$ cat config.mk
export PLATFORM = sky130hd
export DESIGN_NAME = apb_regfile_slave
export DESIGN_NICKNAME = d
export VERILOG_FILES = /design/src/rtl/apb_regfile_slave.sv
export SDC_FILE = /design/constraint.sdc
export NUM_CORES = 1
export LEC_CHECK = 0
export CORE_MARGIN = 10
export CORE_UTILIZATION = 40
export CTS_CLUSTER_DIAMETER = 40
export CTS_CLUSTER_SIZE = 14
export DETAILED_ROUTE_END_ITERATION = 6
export GPL_ROUTABILITY_DRIVEN = 0
export GPL_TIMING_DRIVEN = 0
export PLACE_DENSITY = 0.62
export SLEW_MARGIN = 30
export SYNTH_ARGS = -nofsm -noshare
export SYNTH_HDL_FRONTEND = slang
export SYNTH_SLANG_ARGS = --single-unit
$ cat constraint.sdc
create_clock -name PCLK -period 1.92 [get_ports PCLK]
set_input_delay 0.288 -clock PCLK [delete_from_list [all_inputs] [get_ports PCLK]]
set_output_delay 0.288 -clock PCLK [all_outputs]
set_load 0.01 [all_outputs]
$ cat src/rtl/apb_regfile_slave.sv
// APB register-file slave: NUM_REGS x DATA_WIDTH registers with wait states, PSLVERR and abort handling.
// Define APB_PSTRB_EN to make writes honour the PSTRB byte-lane strobes.
module apb_regfile_slave #(
   parameter int ADDR_WIDTH  = 32,
   parameter int DATA_WIDTH  = 32,
   parameter int NUM_REGS    = 16,
   parameter int WAIT_STATES = 2
) (
   input  logic                    PCLK,
   input  logic                    PRESETn,
   input  logic                    PSELx,
   input  logic                    PENABLE,
   input  logic                    PWRITE,
   input  logic [ADDR_WIDTH-1:0]   PADDR,
   input  logic [DATA_WIDTH-1:0]   PWDATA,
   input  logic [DATA_WIDTH/8-1:0] PSTRB,
   output logic [DATA_WIDTH-1:0]   PRDATA,
   output logic                    PREADY,
   output logic                    PSLVERR
);

   // state    | meaning
   // S_IDLE   | no transfer in flight, waiting for a setup phase
   // S_ACCESS | transfer latched, counting wait states down to completion

   localparam int NB   = DATA_WIDTH / 8;
   localparam int OFFS = $clog2(NB);
   localparam int FIW  = ADDR_WIDTH - OFFS;
   localparam int IW   = (NUM_REGS > 1) ? $clog2(NUM_REGS) : 1;
   localparam int CW   = (WAIT_STATES > 0) ? $clog2(WAIT_STATES + 1) : 1;
   localparam logic [FIW-1:0] LP_NREGS = FIW'(NUM_REGS);
   localparam logic [CW-1:0]  LP_WAIT  = CW'(WAIT_STATES);

   typedef enum logic {S_IDLE, S_ACCESS} state_t;

   state_t                r_state;
   logic [CW-1:0]         r_cnt;
   logic [IW-1:0]         r_idx;
   logic                  r_write;
   logic                  r_err;
   logic [DATA_WIDTH-1:0] r_wdata;
   logic [DATA_WIDTH-1:0] r_regs [NUM_REGS];

   logic [FIW-1:0]        w_full_idx;
   logic                  w_misalign;
   logic                  w_err;
   logic                  w_ready;

   assign w_full_idx = PADDR[ADDR_WIDTH-1:OFFS];

   generate
      if (OFFS > 0) begin : g_align
         assign w_misalign = |PADDR[OFFS-1:0];
      end else begin : g_noalign
         assign w_misalign = 1'b0;
      end
   endgenerate

   assign w_err = (w_full_idx >= LP_NREGS) | w_misalign;

`ifdef APB_PSTRB_EN
   logic [NB-1:0] r_strb;
`else
   logic w_unused_strb;
   assign w_unused_strb = ^PSTRB;
`endif

   // Outputs depend only on registered state, so reset forces them low at once.
   assign w_ready = (r_state == S_ACCESS) && (r_cnt == '0);
   assign PREADY  = w_ready;
   assign PSLVERR = w_ready & r_err;
   assign PRDATA  = (w_ready && !r_write && !r_err) ? r_regs[r_idx] : '0;

   always_ff @(posedge PCLK or negedge PRESETn) begin
      if (!PRESETn) begin
         r_state <= S_IDLE;
         r_cnt   <= '0;
         r_idx   <= '0;
         r_write <= 1'b0;
         r_err   <= 1'b0;
         r_wdata <= '0;
`ifdef APB_PSTRB_EN
         r_strb  <= '0;
`endif
         for (int i = 0; i < NUM_REGS; i++) begin
            r_regs[i] <= '0;
         end
      end else begin
         case (r_state)
            S_IDLE: begin
               if (PSELx && !PENABLE) begin
                  r_idx   <= w_full_idx[IW-1:0];
                  r_write <= PWRITE;
                  r_wdata <= PWDATA;
                  r_err   <= w_err;
`ifdef APB_PSTRB_EN
                  r_strb  <= PSTRB;
`endif
                  r_cnt   <= LP_WAIT;
                  r_state <= S_ACCESS;
               end
            end
            S_ACCESS: begin
               if (!PSELx) begin
                  r_state <= S_IDLE;
               end else if (r_cnt == '0) begin
                  if (r_write && !r_err) begin
`ifdef APB_PSTRB_EN
                     for (int b = 0; b < NB; b++) begin
                        if (r_strb[b]) begin
                           r_regs[r_idx][8*b +: 8] <= r_wdata[8*b +: 8];
                        end
                     end
`else
                     r_regs[r_idx] <= r_wdata;
`endif
                  end
                  r_state <= S_IDLE;
               end else if (PENABLE) begin
                  r_cnt <= r_cnt - CW'(1);
               end
            end
            default: r_state <= S_IDLE;
         endcase
      end
   end

endmodule

Word-level counts from Yosys, hierarchy flattened:

Index checks and enable logic that the tools add are counted.

* output and inout bits: 34
* register bits after elaboration: 553

* order comparisons: 3
* bitwise gates (word level): 4
* $add $sub $neg: 1
* reduce and logical (&&, ||, !) cells: 14
* muxes and demuxes: 16
* eq/ne operators: 4

Operator list (count)
* 512-bit bitwise mux: 1
* 32-bit binary-select mux with 4-bit select: 1
* 32-bit demux with 4-bit select: 1
* 32-bit 2-to-1 mux: 4
* 30-bit by 5-bit greater-or-equal comparator with 1-bit output, second input constant: 1
* 2-bit 2-to-1 mux: 4
* 2-bit != test, second input constant: 4
* 4-bit AND reduction: 2
* 1-bit logical AND: 6
* 5-bit greater-or-equal comparator, second input constant: 1
* 5-bit by 1-bit less-than comparator with 1-bit output, second input constant: 1
* 4-bit inverter with 5-bit output: 1
* 2-bit case mux with 2 select lines: 1
* 1-bit zero test: 3
* 1-bit 2-to-1 mux: 3
* 2-bit zero test: 1
* 1-bit case mux with 2 select lines: 1
* 2-bit AND reduction: 1
* 2-bit OR reduction: 1
* 2-bit by 1-bit subtractor with 2-bit output, second input constant: 1
* 1-bit bitwise AND: 1
* 1-bit inverter: 1
* 1-bit bitwise OR: 1

Longest topological paths before layout:

* depth in word-level cells: 6
* gate-level depth with buffers: 7

Worst setup path after synthesis:

No wires, ideal clock.

* path type: register to register
* from: register r_cnt[0]
* to: register r_regs[450] (netlist bit)
* buffers on the path: 2
* required time: 1.795 ns
* stages on the path, launching flop included: 8
* path slack: -0.139 ns
* arrival time: 1.934 ns
* period minus slack after synthesis: 2.059 ns
* cell sequence: dfrtp_1 -> inv_1 -> ha_1 -> nand4b_2 -> buf_6 -> nor4_4 -> buf_6 -> mux2_2

* word-level cells in the longest chain between the ends: 2

RTL lines
* start: declaration: line 37 `logic [CW-1:0] r_cnt;`
* start signal: assignment: line 120 `r_cnt <= r_cnt - CW'(1);`
* 2-bit zero test: line 106 `end else if (r_cnt == '0) begin`
* 4-bit AND reduction (no line)
* end signal: indexed assignment: line 115 `r_regs[r_idx] <= r_wdata;`
* end: declaration: line 42 `logic [DATA_WIDTH-1:0] r_regs [NUM_REGS];`

Every way passes these cells.
A chain may end at the register's enable or synchronous reset.

Worst setup path in the final report:

* from: register r_idx[1]
* to: output PRDATA[30]

* word-level cells in the longest chain between the ends: 5

RTL lines
* start: declaration: line 38 `logic [IW-1:0] r_idx;`
* start signal: assignment: line 92 `r_idx <= w_full_idx[IW-1:0];`
* 4-bit inverter with 5-bit output (implied by the code): line 72 `assign PRDATA = (w_ready && !r_write && !r_err) ? r_regs[r_idx] : '0;`
* 32-bit binary-select mux with 4-bit select: line 72
* 32-bit 2-to-1 mux (implied by the code) (2 in a row): line 72
* 32-bit 2-to-1 mux: line 72
* end: declaration: line 17 `output logic [DATA_WIDTH-1:0] PRDATA,`

Every way passes these cells. The select of a mux whose other input is x is not followed.

==> results.json <==
{
  "cp_cell_sequence": "buf_6 > buf_12 > buf_4 > clkbuf_16 > mux4_2 > mux2i_1 > o211ai_1 > buf_2",
  "cp-end-kind": "primary output",
  "yosysSeqAreaShare_pct": 55.4,
  "grt_max_degree": 94,
  "peakVddDrop_uv": 741,
  "cpPeakStageDelay_ns": 0.50,
  "netlist_area_sq_mm": 0.0250,
  "clk-insertion-delay-late_ns": 0.64,
  "port_buffers": 102,
  "path_clk_slew_ns": 0.06,
  "slew_viol_final": 0,
  "ys_seq_elements": 553,
  "path_delay_family": "buffers and inverters",
  "grt.overflow.total": 0,
  "clock_skew_ns": 0.0301,
  "tightest_slew_ns": 0.685,
  "setup.worst_path.class": "flip-flop to primary output",
  "cts-root-buf": "clkbuf_16",
  "outcome": "complete, but fails checks",
  "fmax_mhz": 341,
  "drt_wl_total_mm": 77.0,
  "r2r_cells": 11,
  "vias_per_cell": 5.66,
  "die_y_um": 270,
  "avgRoutedWirePerCell_um": 27.6,
  "dr.pass1.iters": 5,
  "final-seq-area_sq_mm": 0.0138,
  "fin_hold_ws_ns": -0.394,
  "vias": 15797,
  "initial_core_util_pct": 40.4,
  "core-area_sq_mm": 0.0618,
  "drt_first_iter_violations": 1064,
  "numCtsBuffers": 92,
  "required_ns": 1.63,
  "synth_edf_count": 0,
  "yosys_warnings": 0,
  "antenna_found_initial": 4,
  "fin_cells": 2791,
  "cts.path.max_buffers": 3,
  "dp_hpwl_mm": 44.6,
  "drv_cap": 0,
  "setup_viol": 556,
  "netlist_instances": 1555,
  "cts_tree": "yes",
  "cp_num_buf_inv": 5,
  "route.detailed.drc": 0,
  "p_leak_uw": 0.0157,
  "power_density_mw_per_mm2": 1020,
  "placementRows": 91,
  "cts-htree-levels": 3,
  "drive_above_1_share_pct": 58.2,
  "final_util_pct": 54.0,
  "ant_nets": 0,
  "slew-limit-headroom_pct": 54.0,
  "crit_path_top_delay_cell": "mux4_2",
  "diodes": 0,
  "die_area_sq_mm": 0.0729,
  "worstSetupStartpointType": "flip-flop",
  "period_minus_slack_ns": 2.94,
  "arrival_ns": 2.65,
  "post-route-period-util_pct": 153,
  "die_w_um": 270,
  "multi_input_area_sq_mm": 0.0110,
  "synth_nets": 1629,
  "reg2reg_to": "r_regs[168]",
  "crit-reg2reg-launch": "r_cnt[0]",
  "grt_pass1_vias": 16474,
  "finalHoldViolCount": 65,
  "synth.distinct_cells": 39,
  "grt_pass1_wl_mm": 109,
  "clock-sinks": 553,
  "r2r_slack_ns": -0.66,
  "yosys_most_used_dff": "dfrtp_1",
  "fin_ws_ns": -1.02,
  "rsz0062_at_grt": "yes",
  "grt_use_total_pct": 19.9,
  "violations": "hold timing, setup timing",
  "filler_cell_count": 4927,
  "worst-path-max-fanout": 7,
  "fin_setup_tns_ns": -258.21,
  "async_flop_share_pct": 100,
  "finalNetCount": 1951,
  "synth.avg_cell_area_sq_um": 16.1,
  "syn_to_final_growth_pct": 33.6,
  "io_pins": 107,
  "worstHoldPathType": "input port to asynchronous set/reset pin",
  "place_inst": 2500
}
-- through the flow --
stage | power [uW] | area, sq um | setup WS [ns]
after global routing | 35300 | 33400 | -1.08
after CTS | 34000 | 31900 | -0.995
after floorplan | 14300 | 25000 | -0.0568
final | 34200 | 33400 | -1.02
after global placement | 15800 | 27100 | -23.48
after detailed placement | 15900 | 27300 | -1.50
-- worst reg2reg max path, stage by stage (launching register included) --
cell,delay (ns)
dfrtp_1,0.40
inv_2,0.09
ha_4,0.15
buf_6,0.09
buf_6,0.11
nand4b_4,0.21
buf_12,0.22
buf_12,0.12
nor3_4,0.39
buf_6,0.21
clkbuf_16,0.18
mux2_4,0.30
-- worst max path at each step --
stage	start	to	slack, ns	cells past startpoint
2_1_floorplan	r_cnt[1]	r_regs[450]	-0.06	7
3_3_place_gp	PRESETn	r_regs[391]	-23.48	1
3_5_place_dp	r_state	PRDATA[11]	-1.50	7
4_1_cts	r_idx[1]	PRDATA[1]	-0.99	7
5_1_grt	r_idx[1]	PRDATA[1]	-1.08	7
6_report	r_idx[1]	PRDATA[30]	-1.02	8
-- cells in the mapped netlist, drive strengths merged (2+ instances only) --
library cell    n  area, sq um
and2            2         12.5
mux2          549         6180
mux4          128         2880
nor3b           2         20.0
inv             5         18.8
nor2b           2         12.5
clkbuf         52          195
nand2b          3         18.8
buf            87          518
mux2i          33          330
nand3          68          345
nand3b          3         22.5
nor2            2         7.51
dfrtp         553        13800
nor4           10         98.8
and3            2         12.5
o211ai         32          240
nand4b          2         23.8
nor3            9          121
-- power breakdown --
group | internal [uW] | switching, uW
Clock | 10900 | 6220
Combinational | 2150 | 2580
Sequential | 11900 | 457
Total | 24900 | 9260
-- layout by cell type, fill, tap and decap left out, drive strengths merged, types with 2 or more instances in the layout --
master         synthesis  final
dfrtp                553    553
mux2                 549    549
buf                   87    231
clkbuf                52    179
mux4                 128    128
nand3                 68     68
clkdlybuf4s50          0     67
mux2i                 33     33
o211ai                32     32
clkinv                 0     23
inv                    5     22
clkinvlp               0     11
bufinv                 0     10
nor4                  10     10
nor3                   9      9
nand3b                 3      3
nand2b                 3      3
nor2b                  2      2
and3                   2      2
nor2                   2      2
and2                   2      2
nand4b                 2      2
nor3b                  2      2
-- area by class of cell --
type | count | area share (%)
Timing Repair Buffer | 229 | 7.89
Tap cell | 837 | 3.14
Sequential cell | 553 | 41.4
Multi-Input combinational cell | 858 | 33.0
Clock buffer | 110 | 7.56
Inverter | 5 | 0.0562
Clock inverter | 61 | 2.14
Buffer | 138 | 4.83
-- cells by family after synthesis --
| logic type | Yosys count | share of synthesized area (%) |
|---|---|---|
| AOI/OAI and AO/OA | 38 | 1.13 |
| adders and majority gates | 1 | 0.0501 |
| buffers and inverters | 144 | 2.93 |
| and+or+nand+nor | 109 | 2.92 |
| DFF | 553 | 55.4 |
| muxes | 710 | 37.6 |
-- metal layers --
layer / wire length [um] / GRT usage, % / up-vias
met4: 2470 / 6.93 / 0
li1: - / - / 6515
met1: 33200 / 26.6 / 8618
met5: 0 / 0 / -
met2: 36300 / 30.8 / 524
met3: 5090 / 5.35 / 140
-- registers in the layout, indices dropped and copies added (netlist names) --
name and count:
r_regs 512, r_wdata 32, r_idx 4, r_cnt 2, r_err 1, r_state 1, r_write 1
-- timing repair --
item,in CTS,in global routing
endpoints found under the hold margin,65,65
setup buffers,40,56
resized for setup,396,190
pin swaps,34,29
setup endpoints to repair,564,558
cloned,9,19
No activity file was read; power rests on OpenSTA's default activity.
